[config.mk]
export PLATFORM = sky130hd
export DESIGN_NAME = ram_rr_arbiter
export DESIGN_NICKNAME = d
export VERILOG_FILES = /design/src/rtl/ram_arb_pkg.sv /design/src/rtl/rr_pick.sv /design/src/rtl/ram_rr_arbiter.sv
export SDC_FILE = /design/constraint.sdc
export NUM_CORES = 1
export LEC_CHECK = 0
export ABC_AREA = 1
export BUFFER_PORTS_ARGS = -buffer_cell sky130_fd_sc_hd__buf_4
export CORE_MARGIN = 2
export CORE_UTILIZATION = 49
export DETAILED_ROUTE_END_ITERATION = 12
export PLACE_DENSITY = 0.92
export SYNTH_ARGS = -nofsm -noshare
export SYNTH_HDL_FRONTEND = slang
export SYNTH_SLANG_ARGS = --single-unit
[constraint.sdc]
create_clock -name clk -period 2.23 [get_ports clk]
set_clock_uncertainty 0.15 [all_clocks]
set_input_delay 0.1115 -clock clk [delete_from_list [all_inputs] [get_ports clk]]
set_output_delay 0.1115 -clock clk [all_outputs]
set_load 0.005 [all_outputs]
[src/rtl/ram_arb_pkg.sv]
`default_nettype none
// ============================================================================
// Package  : ram_arb_pkg
// Brief    : Shared state encoding and default widths for the RAM arbiter.
// Revision : 1.0 - initial release
// ============================================================================
package ram_arb_pkg;

    localparam int DEF_ADDR_W = 7;
    localparam int DEF_DATA_W = 8;

    typedef enum logic [1:0] {
        IDLE = 2'd0,
        CMD  = 2'd1,
        RESP = 2'd2
    } state_t;

endpackage : ram_arb_pkg
`default_nettype wire

[src/rtl/rr_pick.sv]
`default_nettype none
// ============================================================================
// Module   : rr_pick
// Brief    : Combinational round-robin selector; search starts just after
//            last_grant and wraps, returning a one-hot winner and its index.
// Revision : 1.0 - initial release
// ============================================================================
module rr_pick #(
    parameter int NUM_REQ = 2,
    parameter int IDX_W   = $clog2(NUM_REQ)
) (
    input  logic [NUM_REQ-1:0] req,
    input  logic [IDX_W-1:0]   last_grant,
    output logic [NUM_REQ-1:0] winner,
    output logic [IDX_W-1:0]   winner_idx,
    output logic               any_req
);

    assign any_req = |req;

    always_comb begin
        int   cand;
        logic found;
        winner     = '0;
        winner_idx = '0;
        found      = 1'b0;
        cand       = 0;
        // Offsets 1..NUM_REQ visit every requester once, last_grant itself last.
        for (int k = 1; k <= NUM_REQ; k++) begin
            cand = int'(last_grant) + k;
            if (cand >= NUM_REQ) begin
                cand = cand - NUM_REQ;
            end
            if (!found && req[cand[IDX_W-1:0]]) begin
                found                      = 1'b1;
                winner[cand[IDX_W-1:0]]    = 1'b1;
                winner_idx                 = cand[IDX_W-1:0];
            end
        end
    end

endmodule : rr_pick
`default_nettype wire

[src/rtl/ram_rr_arbiter.sv]
`default_nettype none
// ============================================================================
// Module   : ram_rr_arbiter
// Brief    : Round-robin sharing of one single-port RAM between NUM_REQ
//            requesters, one access per three cycles (IDLE -> CMD -> RESP).
// Revision : 1.0 - initial release
// ============================================================================
module ram_rr_arbiter
    import ram_arb_pkg::*;
#(
    parameter int NUM_REQ = 2,
    parameter int ADDR_W  = DEF_ADDR_W,
    parameter int DATA_W  = DEF_DATA_W
) (
    input  logic                      clk,
    input  logic                      rst,
    input  logic [NUM_REQ-1:0]        req,
    input  logic [NUM_REQ-1:0]        req_we,
    input  logic [NUM_REQ*ADDR_W-1:0] req_addr,
    input  logic [NUM_REQ*DATA_W-1:0] req_wdata,
    output logic [NUM_REQ-1:0]        gnt,
    output logic [NUM_REQ-1:0]        done,
    output logic [DATA_W-1:0]         rdata,
    output logic                      busy,
    output logic                      ram_cs,
    output logic                      ram_read,
    output logic                      ram_write,
    output logic [ADDR_W-1:0]         ram_addr,
    output logic [DATA_W-1:0]         ram_wdata,
    input  logic [DATA_W-1:0]         ram_rdata
);

    localparam int IDX_W = $clog2(NUM_REQ);

    state_t               r_state;
    logic                 r_we;
    logic [ADDR_W-1:0]    r_addr;
    logic [DATA_W-1:0]    r_wdata;
    logic [IDX_W-1:0]     r_last;
    logic [NUM_REQ-1:0]   r_win;
    logic [NUM_REQ-1:0]   r_gnt;
    logic [NUM_REQ-1:0]   r_done;
    logic [DATA_W-1:0]    r_rdata;

    logic [NUM_REQ-1:0]   w_win;
    logic [IDX_W-1:0]     w_win_idx;
    logic                 w_any;

    rr_pick #(
        .NUM_REQ (NUM_REQ),
        .IDX_W   (IDX_W)
    ) u_rr_pick (
        .req        (req),
        .last_grant (r_last),
        .winner     (w_win),
        .winner_idx (w_win_idx),
        .any_req    (w_any)
    );

    always_ff @(posedge clk or posedge rst) begin
        if (rst) begin
            r_state <= IDLE;
            r_we    <= 1'b0;
            r_addr  <= '0;
            r_wdata <= '0;
            r_last  <= IDX_W'(NUM_REQ - 1);
            r_win   <= '0;
            r_gnt   <= '0;
            r_done  <= '0;
            r_rdata <= '0;
        end else begin
            r_gnt  <= '0;
            r_done <= '0;
            case (r_state)
                IDLE: begin
                    if (w_any) begin
                        r_we    <= req_we[w_win_idx];
                        r_addr  <= req_addr[w_win_idx*ADDR_W +: ADDR_W];
                        r_wdata <= req_wdata[w_win_idx*DATA_W +: DATA_W];
                        r_last  <= w_win_idx;
                        r_win   <= w_win;
                        r_gnt   <= w_win;
                        r_state <= CMD;
                    end
                end
                CMD: begin
                    r_state <= RESP;
                end
                RESP: begin
                    // RAM read data is valid during RESP; writes leave rdata alone.
                    if (!r_we) begin
                        r_rdata <= ram_rdata;
                    end
                    r_done  <= r_win;
                    r_state <= IDLE;
                end
                default: begin
                    r_state <= IDLE;
                end
            endcase
        end
    end

    // RAM strobes come only from registers, so rst removes them immediately.
    assign ram_cs    = (r_state == CMD);
    assign ram_write = ram_cs &  r_we;
    assign ram_read  = ram_cs & ~r_we;
    assign ram_addr  = r_addr;
    assign ram_wdata = r_wdata;

    assign busy  = (r_state != IDLE);
    assign gnt   = r_gnt;
    assign done  = r_done;
    assign rdata = r_rdata;

endmodule : ram_rr_arbiter
`default_nettype wire

Word-level counts from Yosys, hierarchy flattened
Index checks and enable logic that the tools add are counted.

word-level totals
  register bits after elaboration = 33

operators by class
  add/sub/neg operators = 4
  $mul = 1
  $lt $le $gt $ge = 7
  eq/ne operators = 3
  shifts and indexed selects = 2
  multiplexer cells = 22
  bitwise gates (word level) = 4
  reduce and logical (&&, ||, !) cells = 9

operators with widths
  operator                                                           count
  variable part select 16 x 5 -> 8 bit                               1
  variable part select 14 x 5 -> 7 bit                               1
  2-to-1 mux 1 bit                                                   13
  2-to-1 mux 2 bit                                                   6
  < comparator 1 x 2 -> 1 bit, second input constant                 3
  multiplier 1 x 3 -> 4 bit, second input constant                   1
  case mux 2 bit (2 select lines)                                    1
  AND reduction 2 bit                                                2
  adder 1 x 2 -> 3 bit, second input constant                        1
  greater-or-equal comparator 3 x 2 -> 1 bit, second input constant  1
  logical AND 1 bit                                                  3
  adder 1 x 1 -> 2 bit, second input constant                        1
  AND 1 bit                                                          2
  demux 1 bit (select 1 bit)                                         2
  equality test 2 x 1 -> 1 bit, second input constant                1
  equality test 2 bit, second input constant                         1
  greater-or-equal comparator 1 bit, second input constant           2
  greater-or-equal comparator 2 bit, second input constant           1
  zero test 2 bit                                                    1
  != test 2 x 1 -> 1 bit, second input constant                      1
  OR 2 bit                                                           1
  nonzero test 2 bit                                                 1
  OR reduction 2 bit                                                 1
  subtractor 1 bit, second input constant                            2
  2 further kinds                                                    2

Logic depth before layout (Yosys ltp)
Gate-level depths: netlist of run 1.

  depth in word-level cells = 12
  depth in mapped cells = 7
  mapped depth without buffers = 6

By module
From an unflattened synthesis of run 1, not the netlist that was laid out.

second synthesis, totals
  cells, all modules = 198
  area total of the unflattened synthesis = 1506.4 µm²

modules (own cells, without submodules)
  module          times used  cells an instance  area each (µm²)
  ram_rr_arbiter  1           191                1475.2
  rr_pick         1           7                  31.3

Worst setup path after synthesis of run 1
No wires, ideal clock.

  path kind = reg-to-reg
  from = register r_last
  to = register r_win[1]
  library setup time = 0.127 ns
  arrival time = 1.081 ns
  slack = 0.872 ns
  stages on the path, launching flop included = 7
  clock period less this slack = 1.358 ns
  cells stage by stage = dfstp_2 > inv_1 > nand2_2 > nand2_2 > buf_4 > nand2_1 > o21ai_0

on the way
  longest elaborated chain between the ends = 10
  elaborated cells on any way between the ends = 28
  classes of those cells = 4 x add/sub; 6 x order compare; 13 x mux; 1 x bitwise; 4 x reduce/logical

RTL lines
  what                                                          line                  source
  start: declaration                                            ram_rr_arbiter.sv:39  logic [IDX_W-1:0] r_last;
  start signal: assignment                                      ram_rr_arbiter.sv:66  r_last <= IDX_W'(NUM_REQ - 1);
  start signal: assignment                                      ram_rr_arbiter.sv:80  r_last <= w_win_idx;
  branches (longest 9 deep; another with adder 1 x 2 -> 3 bit)  n/a
  2-to-1 mux 2 bit (*)                                          rr_pick.sv:34         if (!found && req[cand[IDX_W-1:0]]) begin
  end signal: assignment                                        ram_rr_arbiter.sv:81  r_win <= w_win;
  end: declaration                                              ram_rr_arbiter.sv:40  logic [NUM_REQ-1:0] r_win;

Mark *: on every way between the ends. The select of a mux whose other input is x is not followed.
A chain may end at the register's enable or synchronous reset.

Worst setup path in the final report of run 1
  from = input port req[0]
  to = register r_wdata[3] (netlist: ram_wdata[3])

on the way
  longest elaborated chain between the ends = 7
  elaborated cells on any way between the ends = 12
  classes of those cells = 1 x shift; 7 x mux; 4 x reduce/logical

RTL lines
  what                                                 line                  source
  start: declaration                                   ram_rr_arbiter.sv:17  input logic [NUM_REQ-1:0] req,
  2-to-1 mux 1 bit (not written as such) (2 in a row)  rr_pick.sv:34
  2-to-1 mux 1 bit                                     rr_pick.sv:34
  zero test 1 bit                                      rr_pick.sv:34
  logical AND 1 bit                                    rr_pick.sv:34
  2-to-1 mux 1 bit                                     rr_pick.sv:34
  variable part select 16 x 5 -> 8 bit                 ram_rr_arbiter.sv:79  r_wdata <= req_wdata[w_win_idx*DATA_W +: DATA_W];
  end signal: assignment                               ram_rr_arbiter.sv:79
  end: declaration                                     ram_rr_arbiter.sv:38  logic [DATA_W-1:0] r_wdata;

Parallel ways exist; a longest one is shown, timed or not. The select of a mux whose other input is x is not followed.

==> results of run 1 <==
==> area by class of cell <==
class                   count  share of cell area (%)
multi-input cells         115                    19.7
flip-flops and latches     33                    31.4
inverters                  51                    7.28
repair buffers            117                    37.4
clock buffers               7                    2.09
well taps                  44                    2.09
==> repair_timing <==
action / in CTS / in global routing
endpoints found under the setup margin: 0 / 16
gates resized for setup: 0 / 2
hold buffers: 42 / 0
endpoints found under the hold margin: 58 / 0
==> cell usage in the layout, fill, tap and decap left out <==
master         count
nor2_1             5
clkbuf_4           5
clkbuf_8           1
nand2_1           58
inv_1             49
buf_4             75
nor2_4             1
nand3_1           34
inv_2              2
nor3_1             2
dfstp_2            1
dlygate4sd3_1     42
o21ai_0           11
dfrtp_1           32
nand2_2            2
nand2_4            2
clkbuf_1           1
==> registers in the layout (all words and copies together) (netlist names) <==
name and flops:
ram_wdata 8, rdata 8, ram_addr 7, done 2, gnt 2, r_state 2, r_win 2, r_last 1
r_we 1
==> cells by family (layout without fill, tap and decap cells) <==
group / Yosys count / after routing
AO/OA/AOI/OAI: 11 / 11
AND/OR/NAND/NOR: 104 / 104
buffers and inverters: 58 / 175
flip-flops: 33 / 33
==> per-stage QoR <==
stage	power [mW]	util, %
after global placement	2.12	70.2
final	2.76	86.1
after floorplan	1.61	-
after CTS	2.68	85.8
after detailed placement	2.16	70.2
after global routing	2.97	86.1
==> routing by layer <==
layer / vias up / routed length, um / GRT usage [%]
met5: - / 0 / 0
met4: 0 / 204 / 17.1
met3: 30 / 405 / 8.74
met2: 106 / 2580 / 52.5
met1: 845 / 1830 / 30.2
li1: 844 / - / -
==> final timing paths <==
| path | startpoint | end | slack, ns | cells after the start |
|---|---|---|---|---|
| setup reg to reg | r_last | ram_wdata[3] | 0.18 | 7 |
| hold / removal | req[1] | gnt[0] | 0.11 | 4 |
| max in group asynchronous | rst | r_last | 1.34 | 4 |
| min in group asynchronous | rst | rdata[7] | 0.26 | 4 |
| setup / recovery | req[0] | ram_wdata[3] | 0.16 | 9 |
| hold reg to reg | ram_addr[3] | ram_addr[3] | 0.34 | 2 |
==> report_power, final <==
group / internal [mW] / total, mW / switching (mW) / leakage (nW)
registers: 0.884 / 1.06 / 0.175 / 0.407
clock network: 0.149 / 0.345 / 0.196 / 0.0314
logic: 0.703 / 1.35 / 0.652 / 1.06
==> worst register-to-register path: stages (launching register included) <==
cell	delay, ns
dfstp_2	0.53
inv_1	0.07
nand2_4	0.19
nand2_4	0.18
nand2_1	0.13
nand3_1	0.08
dlygate4sd3_1	0.60
nand2_1	0.06
==> out/results.txt, run 1 <==
Post-layout minimum cycle time - 2.07 ns
Top post-synthesis cells by area - dfrtp_1 (51%), nand2_1 (14%), inv_1 (12%), nand3_1 (11%), o21ai_0 (3.5%)
Vias in the first global route - 1768
Most frequent cells after synthesis - nand2_1 (58), inv_1 (49), nand3_1 (34)
CTS buffer count - 5
Area share of fa/ha/maj cells after synthesis - 0%
Hold crit path type - input pin to flip-flop
Total Wirelength - 5.02 mm
Crit path DAT - 2.15 ns
Maximum vdd drop - 631 uV
Die Height - 60.7 um
CP max-delay cell - dlygate4sd3_1
CTS tree - done
Clock Tree Buf Depth - 2
Die area - 3680 um^2
CP Capture Type - flip-flop
Delay-heaviest family, CP - buffers and inverters
Avg Cell Area, Syn - 7.63 um^2
Finished Layout Cells - 367
WL per Instance - 13.7 um
Most frequent cell after synthesis - nand2_1
Layout cells sized above 1 - 27.6%
Max-capacitance violation count - 0
# rows - 20
Type of origin of the critical path - input pin
Placed Area - 2140 um^2
Final Cycle Share - 92.6%
TNS Setup - 0 ns
Clock sink count - 33
Finish-stage setup viols - 0
Gr usage total - 29.4%
Port buffer count - 74
Placed Cells - 318
EDFF count, synth - 0
Number of synthesized register bits - 33
Unrepaired setup endpoints after global routing - no
Power Density - 1050 nW/um^2
Gr ovfl total - 0
Worst Path Buf+Inv - 4
Ant. Diodes - 0
Largest fanout on the critical path - 17
Chip width - 60.7 um
Core area - 3050 um^2
Status - completed
Area of the multi-input gates - 518 um^2
Later-pin clock latency in the skew report - 0.34 ns
Clk slew on worst S/H paths - 0.09 ns
Critical path type - input pin to flip-flop
DP Wirelength - 2.66 mm
Prevailing post-synth register cell - dfrtp_1
Pins Over Slew Limit - 0
Drt first-iter violations - 56
XOR/XNOR share of the synthesized area - 0%
Mapped Nets - 250
Largest net degree at the start of global routing - 34
CTS root buf - clkbuf_4
Initial Util - 51.5%
Final Hold Violating Endpoints - 0
Tightest hold margin - 0.107 ns
Vias per cell - 4.97
Pre-CTS setup slack - 0.550 ns
Largest family of logic cells by synthesized area - simple AND/OR/NAND/NOR gates
Postcts setup bufs - 0
FF/Latch Area - 827 um^2
Placer congestion estimate - 0.777
Largest area contributor in the netlist - dfrtp_1
Post-route design area - 2630 um^2
Post-synth top area share - 50.9%
Yosys warnings - 0
Synth Area in Simple Gates - 28.8%
Final WS setup - 0.165 ns
Leakage - 1.50 nW
First-pass GRT wire length - 7.64 mm
DRC viols - 0
Post-Syn Instances - 206
Critical path cell sequence - dlygate4sd3_1 -> buf_4 -> inv_1 -> nand2_2 -> nand2_4 -> nand2_1 -> nand3_1 -> dlygate4sd3_1 -> nand2_1
Vias - 1825
H-tree levels - 2
Least-Margin Pin Slew - 0.527 ns
Synth unique cells - 14
Layout area overhead - 67.2%
CP required - 2.32 ns
Relative slew slack - 64.8%
Nets - 367
DR pass1 iterations - 4
Register area share after synthesis - 52.6%
Worst path max stage delay - 0.57 ns
FFs w/ async S/R, synth - 100%
Synth Cell Area - 1570 um^2
Synth Area in Compound Gates - 3.50%
FILL cells - 149
Ports - 75
Post-route ant nets - 0
Peak Freq - 484 MHz
Post-synthesis mux area share - 0%
Initial antenna violation count - 0
Note: power is estimated with default switching activity, not from simulation.
==> run 2: changes to the inputs <==
==> constraint.sdc (replaced) <==
create_clock -name clk -period 2.23 [get_ports clk]
set_clock_uncertainty 0.15 [all_clocks]
set_input_delay 0.223 -clock clk [delete_from_list [all_inputs] [get_ports clk]]
set_output_delay 0.223 -clock clk [all_outputs]
set_load 0.005 [all_outputs]
==> out/results.txt, run 2 (synthesized netlist as in run 1, its figures left out) <==
FF/Latch Area - 827 um^2 (unchanged)
Ports - 75 (unchanged)
DRC viols - 0 (unchanged)
Total Wirelength - 3.72 mm (-26%)
WL per Instance - 11.4 um (-17%)
Crit path launch - r_last
CTS root buf - clkbuf_4
Peak Freq - 596 MHz (+23%)
Switching pwr - 0.916 mW (-10%)
Maximum vdd drop - 549 uV (-13%)
Placer congestion estimate - 0.775 (-0.15%)
CTS buffer count - 5 (unchanged)
Power Density - 1130 nW/um^2 (+7.8%)
Area of the multi-input gates - 508 um^2 (-1.9%)
Initial Util - 51.5% (unchanged)
Clk pwr share - 13.1% (+0.6 points)
Placed Area - 2150 um^2 (+0.35%)
CP required - 2.27 ns (-0.05 ns)
Final Cycle Share - 75.2% (-17 points)
Drt first-iter violations - 56 (unchanged)
Final Hold Violating Endpoints - 0 (unchanged)
Final WS setup - 0.554 ns (+0.389 ns)
R2R Path Start - r_last
Gr usage total - 22.7% (-6.7 points)
Status - completed
Die area - 3680 um^2 (unchanged)
Later-pin clock latency in the skew report - 0.31 ns (-0.03 ns)
Finish-stage setup viols - 0 (unchanged)
Int Pwr - 1.59 mW (-8.3%)
Core area - 3050 um^2 (unchanged)
CP max-delay cell - dfstp_2
Min-Delay Startpoint - ram_rdata[6]
Max-capacitance violation count - 0 (unchanged)
Die Height - 60.7 um (unchanged)
Post-route design area - 2220 um^2 (-16%)
Hold crit path type - input pin to flip-flop
Clock Tree Buf Depth - 2 (unchanged)
Initial antenna violation count - 0 (unchanged)
Pins Over Slew Limit - 0 (unchanged)
Port buffer count - 74 (unchanged)
Vias per cell - 4.63 (-7.0%)
H-tree levels - 2 (unchanged)
Chip width - 60.7 um (unchanged)
Postcts setup bufs - 0 (unchanged)
Post-layout util - 72.6% (-14 points)
Most common cell after layout, fill and taps aside - buf_4
CP Capture Type - flip-flop
Gr ovfl total - 0 (unchanged)
Least-Margin Pin Slew - 0.463 ns (-0.0634 ns)
Sw Ratio - 36.5% (-0.54 points)
# rows - 20 (unchanged)
Largest net degree at the start of global routing - 34 (unchanged)
First-pass GRT wire length - 6.11 mm (-20%)
Layout area overhead - 41.0%
Vias in the first global route - 1441 (-18%)
Vias - 1513 (-17%)
Critical path cell sequence - inv_1 -> nand2_2 -> nand2_2 -> nand2_1 -> o21ai_0
Relative slew slack - 69.0% (+4.2 points)
Sequential Power Share - 41.5% (+3.1 points)
Largest fanout on the critical path - 18 (+1)
Type of origin of the critical path - flip-flop
CTS tree - done
Leakage - 1.36 nW (-9.7%)
Critical path type - flip-flop to flip-flop
Pre-CTS setup slack - 0.576 ns (+0.0259 ns)
Ant. Diodes - 0 (unchanged)
DP Wirelength - 2.76 mm (+3.8%)
Layout cells sized above 1 - 31.8% (+4.2 points)
Clock sink count - 33 (unchanged)
Crit path DAT - 1.72 ns (-0.43 ns)
FILL cells - 268 (+80%)
Worst path max stage delay - 0.52 ns (-0.05 ns)
Internal reg-to-reg setup slack - 0.55 ns (+0.37 ns)
Tightest hold margin - 0.0184 ns (-0.0886 ns)
Commonest cells after routing, fill and taps aside - buf_4 (76), nand2_1 (58), inv_1 (49)
Logic pwr share - 45.5% (-3.6 points)
DR pass1 iterations - 4 (unchanged)
Post-CTS Resized - 0 (unchanged)
Clk slew on worst S/H paths - 0.09 ns (about the same)
Post-route ant nets - 0 (unchanged)
Nets - 327 (-11%)
Post-layout minimum cycle time - 1.68 ns (-0.389 ns)
Unrepaired setup endpoints after global routing - no
Most common cell on crit path - nand2_2
TNS Setup - 0 ns (unchanged)
## run 2: changes by cell type in the layout (fill, tap and decap cells not counted)
| cell | previous run | this run |
|---|---|---|
| buf_4 | 75 | 76 |
| dlygate4sd3_1 | 42 | 1 |
| nand2_2 | 2 | 4 |
| nand2_4 | 2 | 0 |
## run 2: power by group through the flow
stage,registers (mW),clock network [mW],logic (mW)
2_1_floorplan,1.05,0,0.567
3_3_place_gp,1.04,0,1.10
3_5_place_dp,1.04,0,1.15
4_1_cts,1.04,0.336,1.15
5_1_grt,1.07,0.372,1.29
6_report,1.04,0.328,1.14
## run 2: final timing paths
check / depth (start not counted) / end
min in group asynchronous: 4 / ram_wdata[2]
hold / removal: 3 / rdata[6]
setup / recovery: 5 / r_win[1]
max in group asynchronous: 4 / r_last
hold reg to reg: 2 / ram_addr[5]
setup reg to reg: 5 / r_win[1]
## run 2: layout make-up
cell class | instances | area share [%]
Sequential cell | 33 | 37.3
Tap cell | 44 | 2.48
Timing Repair Buffer | 77 | 26.2
Multi-Input combinational cell | 115 | 22.9
Clock buffer | 7 | 2.48
Inverter | 51 | 8.63
## run 2: per-stage QoR
stage / std cells / total power [mW]
CTS: 327 / 2.53
global route: 327 / 2.74
finish: 327 / 2.51
detailed placement: 319 / 2.19
global placement: 319 / 2.14
floorplan: 206 / 1.61
## run 2: worst max-delay path, delay by kind of cell (launching register included)
kind | cells | cell delay (ns)
AOI/OAI and AO/OA | 1 | 0.10
buffers and inverters | 1 | 0.05
and+or+nand+nor | 3 | 0.73
DFF | 1 | 0.52
## run 2: metal layers
metal  vias up  GRT usage (%)  share of wire (%)
met5         -              0                  0
met3        11           5.33                6.5
met4         0           9.32                2.6
li1        760              -                  -
met1       680           26.8                 40
met2        62           39.6                 51
## run 2: what timing repair did
item	4_1_cts	5_1_grt
setup endpoints to repair	0	0
hold endpoints to repair	32	0
hold buffers	1	0
